<file path="src/rtl/cfeb_busy_sched_if.sv">
// rtl/cfeb_busy_sched_if.sv - sorter winner / busy feedback bundle between the pattern sorter and busy scheduler
interface cfeb_busy_sched_if #(
  parameter int MXPATB  = 7,
  parameter int MXKEYBX = 8,
  parameter int MXCFEB  = 5
);
  logic [MXPATB-1:0]  best_pat_in;
  logic [MXKEYBX-1:0] best_key_in;
  logic               best_bsy_in;
  logic [MXCFEB-1:0]  bsy;

  modport master (
    output best_pat_in,
    output best_key_in,
    output best_bsy_in,
    input  bsy
  );

  modport slave (
    input  best_pat_in,
    input  best_key_in,
    input  best_bsy_in,
    output bsy
  );
endinterface

</file>
<file path="src/rtl/cfeb_busy_sched.sv">
// rtl/cfeb_busy_sched.sv - registers CFEB sorter winners as CLCTs and holds the winning CFEB busy for a drift window
module cfeb_busy_sched #(
  parameter int MXPATB    = 7,
  parameter int MXKEYBX   = 8,
  parameter int MXCFEB    = 5,
  parameter int MXDRIFT   = 4,
  parameter int MXTRIGCNT = 16
) (
  input  logic                 clock,
  input  logic                 reset,
  input  logic [MXCFEB-1:0]    cfeb_en,
  input  logic [MXDRIFT-1:0]   drift_delay,
  input  logic [2:0]           hit_thresh,
  input  logic                 cnt_clear,
  cfeb_busy_sched_if.slave     sif,
  output logic                 clct_vld,
  output logic [MXPATB-1:0]    clct_pat,
  output logic [MXKEYBX-1:0]   clct_key,
  output logic                 all_busy,
  output logic                 key_err,
  output logic [MXTRIGCNT-1:0] trig_cnt
);
  localparam logic [2:0] LAST_CFEB = 3'(MXCFEB - 1);

  logic [2:0]          cfeb_id;
  logic [4:0]          strip;
  logic [2:0]          hits;
  logic                trig;
  logic                bad_key;
  logic [MXCFEB-1:0]   load;
  logic [MXCFEB-1:0]   bsy_w;
  logic [MXDRIFT-1:0]  dcnt [MXCFEB];

  assign cfeb_id = sif.best_key_in[MXKEYBX-1:MXKEYBX-3];
  assign strip   = sif.best_key_in[MXKEYBX-4:0];
  assign hits    = sif.best_pat_in[MXPATB-1:MXPATB-3];
  assign bad_key = !sif.best_bsy_in && (cfeb_id > LAST_CFEB);
  assign trig    = !sif.best_bsy_in && (hits >= hit_thresh) && (cfeb_id <= LAST_CFEB);

  // A key on the first/last two half-strips also blocks the neighbour that shares the track.
  always_comb begin
    load = '0;
    for (int i = 0; i < MXCFEB; i++) begin
      load[i] = trig && ((cfeb_id == 3'(i)) ||
                         ((strip <= 5'd1)  && (cfeb_id == 3'(i + 1))) ||
                         ((strip >= 5'd30) && (cfeb_id + 3'd1 == 3'(i))));
    end
  end

  always_ff @(posedge clock or posedge reset) begin
    if (reset) begin
      for (int i = 0; i < MXCFEB; i++) dcnt[i] <= '0;
    end else begin
      for (int i = 0; i < MXCFEB; i++) begin
        if (load[i])
          dcnt[i] <= drift_delay;
        else if (dcnt[i] != '0)
          dcnt[i] <= dcnt[i] - 1'b1;
      end
    end
  end

  always_ff @(posedge clock or posedge reset) begin
    if (reset) begin
      clct_vld <= 1'b0;
      clct_pat <= '0;
      clct_key <= '0;
    end else begin
      clct_vld <= trig;
      clct_pat <= trig ? sif.best_pat_in : '0;
      clct_key <= trig ? sif.best_key_in : '0;
    end
  end

  // The count advances on the same edge that raises clct_vld, so a clear in the trigger cycle wins.
  always_ff @(posedge clock or posedge reset) begin
    if (reset) begin
      trig_cnt <= '0;
      key_err  <= 1'b0;
    end else if (cnt_clear) begin
      trig_cnt <= '0;
      key_err  <= 1'b0;
    end else begin
      if (trig && !(&trig_cnt)) trig_cnt <= trig_cnt + 1'b1;
      if (bad_key) key_err <= 1'b1;
    end
  end

  always_comb begin
    bsy_w = '0;
    for (int i = 0; i < MXCFEB; i++) bsy_w[i] = (dcnt[i] != '0) | ~cfeb_en[i];
  end

  assign sif.bsy  = bsy_w;
  assign all_busy = &bsy_w;
endmodule

</file>
<file path="src/flat_wrapper.sv">
// flat-port wrapper written by rule: the top's interface ports become plain ports
module cfeb_busy_sched_flat 
#(
  parameter int MXPATB    = 7,
  parameter int MXKEYBX   = 8,
  parameter int MXCFEB    = 5,
  parameter int MXDRIFT   = 4,
  parameter int MXTRIGCNT = 16
)
  (clock, reset, cfeb_en, drift_delay, hit_thresh, cnt_clear, clct_vld, clct_pat, clct_key, all_busy, key_err, trig_cnt, sif_best_pat_in, sif_best_key_in, sif_best_bsy_in, sif_bsy);
  cfeb_busy_sched_if #(.MXPATB(MXPATB), .MXKEYBX(MXKEYBX), .MXCFEB(MXCFEB)) sif_i ();
  input  logic clock;
  input  logic reset;
  input  logic [MXCFEB-1:0] cfeb_en;
  input  logic [MXDRIFT-1:0] drift_delay;
  input  logic [2:0] hit_thresh;
  input  logic cnt_clear;
  output logic clct_vld;
  output logic [MXPATB-1:0] clct_pat;
  output logic [MXKEYBX-1:0] clct_key;
  output logic all_busy;
  output logic key_err;
  output logic [MXTRIGCNT-1:0] trig_cnt;
  input wire logic [$bits(sif_i.best_pat_in)-1:0] sif_best_pat_in;
  input wire logic [$bits(sif_i.best_key_in)-1:0] sif_best_key_in;
  input wire logic [$bits(sif_i.best_bsy_in)-1:0] sif_best_bsy_in;
  output wire logic [$bits(sif_i.bsy)-1:0] sif_bsy;
  assign sif_i.best_pat_in = sif_best_pat_in;
  assign sif_i.best_key_in = sif_best_key_in;
  assign sif_i.best_bsy_in = sif_best_bsy_in;
  assign sif_bsy = sif_i.bsy;
  cfeb_busy_sched #(.MXPATB(MXPATB), .MXKEYBX(MXKEYBX), .MXCFEB(MXCFEB), .MXDRIFT(MXDRIFT), .MXTRIGCNT(MXTRIGCNT)) u_core (.clock(clock), .reset(reset), .cfeb_en(cfeb_en), .drift_delay(drift_delay), .hit_thresh(hit_thresh), .cnt_clear(cnt_clear), .sif(sif_i), .clct_vld(clct_vld), .clct_pat(clct_pat), .clct_key(clct_key), .all_busy(all_busy), .key_err(key_err), .trig_cnt(trig_cnt));
endmodule
</file>
<file path="config.mk">
export PLATFORM = sky130hd
export DESIGN_NAME = cfeb_busy_sched_flat
export DESIGN_NICKNAME = d
export VERILOG_FILES = /design/src/rtl/cfeb_busy_sched_if.sv /design/src/rtl/cfeb_busy_sched.sv /design/src/flat_wrapper.sv
export SDC_FILE = /design/constraint.sdc
export NUM_CORES = 1
export LEC_CHECK = 0
export CAP_MARGIN = 30
export CORE_MARGIN = 4
export CORE_UTILIZATION = 54
export DETAILED_ROUTE_END_ITERATION = 8
export PLACE_DENSITY = 0.92
export SYNTH_ARGS = -nofsm -noshare
export SYNTH_HDL_FRONTEND = slang
export SYNTH_SLANG_ARGS = --single-unit
</file>
<file path="constraint.sdc">
create_clock -name clock -period 3.8 [get_ports clock]
set_input_delay 0.76 -clock clock [delete_from_list [all_inputs] [get_ports clock]]
set_output_delay 0.76 -clock clock [all_outputs]
set_load 0.02 [all_outputs]
</file>
# Word-level counts from Yosys, hierarchy flattened
# Index checks and enable logic that the tools add are counted.
[word_totals]
word_cells = 104
input_bits = 31
register_bits = 53
output_inout_bits = 39
[op_classes]
add_sub_neg = 7
muxes = 16
order_cmp = 5
bitwise_logic = 10
n_reduce_logical = 47
eq_ne = 9
[ops]
columns = ["op", "n"]
rows = [
  ["4-bit two-way mux", 10],
  ["16-bit two-way mux", 2],
  ["4-bit nonzero test", 5],
  ["4-bit by 1-bit subtractor with 4-bit output, second input constant", 5],
  ["1-bit logical AND", 19],
  ["16-bit by 1-bit adder with 16-bit output, second input constant", 1],
  ["16-bit AND reduction", 1],
  ["2-bit nonzero test", 7],
  ["3-bit by 2-bit == test with 1-bit output, second input constant", 4],
  ["1-bit logical OR", 10],
  ["3-bit == test, second input constant", 3],
  ["8-bit two-way mux", 1],
  ["7-bit two-way mux", 1],
  ["3-bit by 1-bit == test with 1-bit output, second input constant", 2],
  ["3-bit logical NOT", 2],
  ["5-bit greater-or-equal comparator, second input constant", 1],
  ["5-bit by 1-bit less-or-equal comparator with 1-bit output, second input constant", 1],
  ["1-bit NOT", 5],
  ["1-bit OR", 5],
  ["5-bit AND reduction", 1],
  ["3-bit by 1-bit adder with 3-bit output, second input constant", 1],
  ["3-bit greater-or-equal comparator", 1],
  ["3-bit > comparator, second input constant", 1],
  ["3-bit less-or-equal comparator, second input constant", 1],
  ["2 further kinds", 4],
]

# Depth between registers and ports, before layout
# Gate-level depths: netlist of the first run.
[logic_depth]
ltp_word = 6
ltp_mapped = 9

# Worst setup path after synthesis of the first run
# No wires, ideal clock.
[synth_timing]
kind = "input-to-reg"
startpoint = "in sif_best_pat_in[4]"
endpoint = "reg u_core.trig_cnt[13]"
required_time_ns = 3.675
t_arrival_ns = 2.306
setup_ns = 0.125
setup_slack_ns = 1.369
cell_stages = 8
cell_sequence = "inv_1 ha_1 nand2b_1 a31oi_4 or2_1 buf_2 nor4_1 mux2_2"
[synth_between]
elab_chain_len = 5
[synth_lines]
columns = ["element", "line", "source"]
rows = [
  ["start: declaration", "flat_wrapper.sv:24", "input wire logic [$bits(sif_i.best_pat_in)-1:0] sif_best_pat_in;"],
  ["3-bit greater-or-equal comparator", "cfeb_busy_sched.sv:38", "assign trig = !sif.best_bsy_in && (hits >= hit_thresh) && (cfeb_id <= LAST_CFEB);"],
  ["1-bit logical AND (2 in a row)", "cfeb_busy_sched.sv:38", ""],
  ["1-bit logical AND", "cfeb_busy_sched.sv:84", "if (trig && !(&trig_cnt)) trig_cnt <= trig_cnt + 1'b1;"],
  ["2-bit nonzero test (no source line)", "-", ""],
  ["end signal: assignment", "cfeb_busy_sched.sv:84", ""],
  ["end: declaration", "cfeb_busy_sched.sv:21", "output logic [MXTRIGCNT-1:0] trig_cnt"],
]
# No other way between the ends.
# A chain may end at the register's enable or synchronous reset.

# Final worst setup path of the first run
[layout_timing]
startpoint = "reg u_core.dcnt[12] (netlist bit)"
endpoint = "out all_busy"
[layout_between]
elab_chain_len = 3
[layout_lines]
columns = ["element", "line", "source"]
rows = [
  ["start: declaration", "cfeb_busy_sched.sv:32", "logic [MXDRIFT-1:0] dcnt [MXCFEB];"],
  ["start signal: indexed assignment", "cfeb_busy_sched.sv:56", "dcnt[i] <= drift_delay;"],
  ["start signal: indexed assignment", "cfeb_busy_sched.sv:58", "dcnt[i] <= dcnt[i] - 1'b1;"],
  ["4-bit nonzero test", "cfeb_busy_sched.sv:91", "for (int i = 0; i < MXCFEB; i++) bsy_w[i] = (dcnt[i] != '0) | ~cfeb_en[i];"],
  ["1-bit OR", "cfeb_busy_sched.sv:91", ""],
  ["5-bit AND reduction", "cfeb_busy_sched.sv:95", "assign all_busy = &bsy_w;"],
  ["end: declaration", "flat_wrapper.sv:21", "output logic all_busy;"],
]
# No other way between the ends.

==> impl_metrics.csv, run 1 <==
group,metric,value,unit
yosys,synthFlopType,"dfrtp_1",
layout,area_growth,28.3,%
yosys,synth_area_leader_cell,"dfrtp_1",
place,place_congestion,0.789,
clock_network,cts_root_buf,"clkbuf_8",
clock_network,cts_tree,"built",
setup_path,critPathRequiredTime,3.04,ns
layout,antenna_cells,0,
sta,fin_crit_sh,85.0,%
yosys,synth_warnings,0,
sta,fin_crit,3.23,ns
global_routing,grt_usage,21.8,%
sta,rsz0062_at_grt,"false",
yosys,syn_area,0.00298,mm^2
place,pre_cts_slack,0.609,ns
global_routing,grt_pass1_vias,2488,
place,hpwlAfterDp,5020,um
power_and_ir_drop,ir_drop,0.248,mV
setup_path,path_class,"reg2out",
sta,clock_skew,0.00954,ns
floorplanning,dieArea,0.00677,mm^2
layout,mostFrequentLayoutCells,"69 x clkdlybuf4s50_1, 53 x dfrtp_1, 20 x mux2_2",
power_and_ir_drop,p_per_area,488,mW/mm^2
route,ant_nets,0,
route,via_per_inst,5.58,
sta,setup_viol_count_final,0,
route,drc,0,
yosys,seq_area_frac_synth,44.5,%
clock_network,cts_setup_buffers,0,
place,portBuffers,69,
route,vias,2367,
floorplanning,design.portCount,70,
floorplanning,initial_core_util,56.9,%
floorplanning,die_y,82.3,um
sta,clock.fmax,310,MHz
power_and_ir_drop,finalPower,1.87,mW
sta,setup_slack,0.570,ns
global_routing,overflow,0,
layout,final_common_cell,"clkdlybuf4s50_1",
yosys,synth-edff-count,0,
yosys,syn_nets,331,
floorplanning,coreArea,0.00524,mm^2
floorplanning,chipWidth,82.3,um
clock_network,clk_latency,0.31,ns
clock_network,clockBufferDepth,2,
hold_path,hp-class,"reg2reg",
clock_network,post_cts_resized,0,
clock_network,cts.clk_slew.worst_paths,0.09,ns
route,drt-total-wl,6620,um
yosys,synth_cell_type_count,46,
sta,relSlewSlack,50.9,%
yosys,async_flop_share,100,%
setup_path,cp.arrival,2.47,ns
clock_network,clkSinkCount,53,
layout,layout.nets,400,
layout,finalNonFillerCells,424,
sta,fin_tns_setup,0,ns
setup_path,end_kind,"primary output",
global_routing,grt_antenna_before_repair,0,
clock_network,cts-buffers-inserted,5,
layout,drive_above_1_share,11.0,%
yosys,avgSynthCellArea,10.5,um^2
route,drt-pass1-iter-count,6,
yosys,synthCells,285,
clock_network,cts-hold-fix-buffers,0,
floorplanning,num_rows,26,
status,outcome,"complete, no violations",
route,drtIter0Drc,68,
global_routing,grt_max_degree,38,
yosys,synth-seq-cells,53,
setup_path,start_kind,"flop",
job,drv_cap,0,
yosys,synth_area_leaders,"dfrtp_1 45%, mux2_2 7.6%, ha_1 6.3%",
yosys,synth_top_area_share,44.5,%
sta,slew_viol_final,0,
clock_network,h-tree-depth,2,
route,avgRoutedWirePerCell,15.6,um
sta,finalHoldViolCount,0,
global_routing,grt_pass1_wl,11100,um
setup_path,worst-path-max-fanout,4,
power_and_ir_drop,power.leakage,1.63,nW
place,place_inst,417,
sta,worst_pin_slew,0.734,ns
[cell type report]
type,count,area [um^2]
well taps,70,87.6
inverters,18,67.6
fillers,382,1420
repair buffers,70,711
flip-flops and latches,53,1330
multi-input cells,206,1540
clock buffers,7,86.3
[path summary, 6_finish.rpt]
check                                      end  slack (ns)  depth (start not counted)               start
hold reg to reg                 u_core.key_err        0.52                          2      u_core.key_err
setup / recovery                      all_busy        0.57                          7     u_core.dcnt[12]
max in group asynchronous      u_core.dcnt[10]        2.52                          3               reset
setup reg to reg           u_core.trig_cnt[13]        1.65                          6  u_core.trig_cnt[0]
hold / removal                  u_core.key_err        0.52                          2      u_core.key_err
min in group asynchronous       u_core.key_err        0.75                          2               reset
[logic make-up (layout without fill, tap and decap cells)]
| family | after synthesis | after routing | share of synthesized area (%) |
|---|---|---|---|
| adder cells (fa/ha/maj) | 15 | 15 | 6.30 |
| XOR/XNOR | 11 | 11 | 3.23 |
| AO/OA/AOI/OAI | 49 | 49 | 12.2 |
| multiplexers | 23 | 23 | 8.57 |
| buffers and inverters | 26 | 95 | 3.65 |
| flip-flops | 53 | 53 | 44.5 |
| AND/OR/NAND/NOR | 108 | 108 | 21.5 |
[sequential cells by signal, indices dropped and copies added, names as in the netlist]
| name | cells |
|---|---|
| u_core.key_err | 1 |
| u_core.clct_pat | 7 |
| u_core.clct_vld | 1 |
| u_core.clct_key | 8 |
| u_core.trig_cnt | 16 |
| u_core.dcnt | 20 |
[per-stage QoR]
step           hold WS (ns)  area [um^2]  util, %
3_5_place_dp          0.503         3740     71.3
6_report              0.520         3820     73.0
3_3_place_gp          0.495         3720     71.0
5_1_grt               0.579         3820     73.0
2_1_floorplan         0.562         2980        -
4_1_cts               0.526         3820     73.0
[critical path, cell delays in order, from the launching register on]
cell	delay [ns]
dfrtp_1	0.41
inv_1	0.09
ha_1	0.17
nor3b_1	0.59
nand2_1	0.17
nand4_1	0.13
a21oi_1	0.05
clkdlybuf4s50_1	0.57
[where the power goes]
part / total, mW / internal, mW / switching [mW]
Combinational: 0.776 / 0.418 / 0.359
Clock: 0.314 / 0.145 / 0.170
Sequential: 0.776 / 0.690 / 0.0858
[per-layer routing]
layer	GRT usage [%]	vias to the layer above	part of all wire, %
met3	5.53	7	6.7
met5	0	-	0
met4	7.64	0	1.2
li1	-	1149	-
met2	38.2	74	50
met1	25.8	1137	42
[Yosys cell counts (all sizes together) (2+ instances only)]
cell type  number
a21o            8
clkbuf          4
dfrtp          53
nand4           3
and3            7
a21oi          16
or4             8
nor3b           8
mux2           20
and2           16
nand2          16
xnor2          11
mux2i           3
nor4            2
o21ai           7
nor2b           4
ha             15
inv            18
buf             4
a31oi           2
o31ai           9
nand3           8
or3             6
nor2           14
nand2b          2
nor3            8
and4            3
Power figures use the tool's default switching activity.
==> run 2: changes to the inputs <==
--- a/config.mk
+++ b/config.mk
@@ -7,9 +7,9 @@
 export LEC_CHECK = 0
 export CAP_MARGIN = 30
 export CORE_MARGIN = 4
-export CORE_UTILIZATION = 54
+export CORE_UTILIZATION = 45
 export DETAILED_ROUTE_END_ITERATION = 8
-export PLACE_DENSITY = 0.92
+export PLACE_DENSITY = 0.82
 export SYNTH_ARGS = -nofsm -noshare
 export SYNTH_HDL_FRONTEND = slang
 export SYNTH_SLANG_ARGS = --single-unit
==> constraint.sdc (replaced) <==
create_clock -name clock -period 2.8 [get_ports clock]
set_input_delay 0.56 -clock clock [delete_from_list [all_inputs] [get_ports clock]]
set_output_delay 0.56 -clock clock [all_outputs]
set_load 0.02 [all_outputs]
==> impl_metrics.csv, run 2 (synthesized netlist as in run 1, its figures left out) <==
group,metric,value,unit
global_routing,grt_usage,18.5,%
clock_network,cts_tree,"built",
clock_network,cts.clk_slew.worst_paths,0.09,ns
layout,multi_input_area,0.00154,mm^2
sta,relSlewSlack,51.9,%
clock_network,cts-buffers-inserted,5,
sta,setup_slack,0.250,ns
layout,largest_reg_flops,20,
floorplanning,die_y,89.4,um
job,drv_cap,0,
setup_path,path_class,"reg2out",
clock_network,clkSinkCount,53,
power_and_ir_drop,ir_drop,0.578,mV
clock_network,h-tree-depth,2,
clock_network,post_cts_resized,0,
route,via_per_inst,5.49,
sta,fin_tns_setup,0,ns
layout,final_util,62.4,%
sta,fin_crit,2.55,ns
power_and_ir_drop,finalPower,2.62,mW
clock_network,clk_latency,0.30,ns
layout,antenna_cells,0,
sta,rsz0062_at_grt,"false",
floorplanning,num_rows,29,
global_routing,overflow,0,
route,drt-pass1-iter-count,4,
route,drtIter0Drc,106,
layout,final_common_cell,"clkdlybuf4s50_1",
layout,mostFrequentLayoutCells,"68 x clkdlybuf4s50_1, 53 x dfrtp_1, 20 x mux2_2, 20 x buf_4, 17 x inv_1",
layout,area_growth,33.9,%
layout,nFillCells,523,
place,portBuffers,69,
layout,stdcell_area,0.00399,mm^2
place,hpwlAfterDp,5190,um
sta,setup_viol_count_final,0,
status,outcome,"complete, no violations",
floorplanning,chipWidth,89.4,um
route,ant_nets,0,
floorplanning,dieArea,0.00799,mm^2
layout,drive_above_1_share,16.0,%
place,place_congestion,0.804,
route,drc,0,
route,drt-total-wl,6840,um
layout,regArea,0.00133,mm^2
sta,clock.fmax,392,MHz
clock_network,cts_root_buf,"clkbuf_8",
place,pre_cts_slack,0.0471,ns
layout,layout.nets,420,
sta,clock_skew,0.0121,ns
clock_network,cts_setup_buffers,0,
place,place_area,0.00389,mm^2
setup_path,end_kind,"primary output",
route,vias,2474,
setup_path,start_kind,"flop",
hold_path,hp-class,"reg2reg",
global_routing,grt_antenna_before_repair,0,
sta,finalHoldWorstSlack,0.518,ns
sta,finalHoldViolCount,0,
route,avgRoutedWirePerCell,15.2,um
floorplanning,coreArea,0.00639,mm^2
place,place_inst,444,
setup_path,critPathRequiredTime,2.24,ns
clock_network,cts-hold-fix-buffers,0,
clock_network,clockBufferDepth,2,
power_and_ir_drop,p_per_area,657,mW/mm^2
layout,finalNonFillerCells,451,
global_routing,grt_pass1_vias,2563,
global_routing,grt_pass1_wl,11700,um
power_and_ir_drop,power.leakage,1.73,nW
floorplanning,design.portCount,70,
floorplanning,initial_core_util,46.6,%
setup_path,cp.arrival,1.99,ns
layout,layout_top_registers,"u_core.dcnt (20), u_core.trig_cnt (16), u_core.clct_key (8)",
sta,worst_pin_slew,0.717,ns
setup_path,worst-path-max-fanout,3,
layout,regMostFlops,"u_core.dcnt",
sta,fin_crit_sh,91.1,%
sta,slew_viol_final,0,
global_routing,grt_max_degree,27,
run 2: cell count changes in the layout (fill, tap and decap cells not counted):
| cell | change |
|---|---|
| buf_4 | +20 |
| dlymetal6s2s_1 | +1 |
| clkbuf_1 | -1 |
| clkinvlp_4 | +1 |
| clkdlybuf4s50_1 | -1 |
run 2: routing by layer:
layer	global-route usage [%]	part of all wire, %
met5	0	0
met4	5.14	0.72
met3	2.95	5.4
met2	33.0	52
met1	23.1	42
run 2: path summary, 6_finish.rpt:
kind | start | end | slack (ns) | depth (start not counted)
worst max-delay path | u_core.dcnt[12] | sif_bsy[1] | 0.25 | 5
worst min-delay path | u_core.key_err | u_core.key_err | 0.52 | 2
worst max register to register | u_core.trig_cnt[0] | u_core.trig_cnt[13] | 0.60 | 6
worst min register to register | u_core.key_err | u_core.key_err | 0.52 | 2
max in group asynchronous | reset | u_core.dcnt[6] | 1.55 | 3
min in group asynchronous | reset | u_core.trig_cnt[1] | 0.62 | 2
run 2: power breakdown:
| part | total, mW | switching, mW | internal, mW |
|---|---|---|---|
| clock network | 0.444 | 0.248 | 0.196 |
| logic | 1.13 | 0.508 | 0.618 |
| registers | 1.05 | 0.115 | 0.936 |
| total | 2.62 | 0.871 | 1.75 |
run 2: final cells by class:
cell class,count,area share [%]
well taps,77,2.42
clock buffers,6,2.07
multi-input cells,206,38.7
inverters,18,1.69
flip-flops and latches,53,33.3
clock inverters,1,0.188
repair buffers,90,21.7
run 2: worst max-delay path, cell delays in order (launching register included):
cell	delay, ns
dfrtp_1	0.41
inv_1	0.09
ha_1	0.18
nor3b_1	0.35
nand2_1	0.12
clkdlybuf4s50_1	0.55
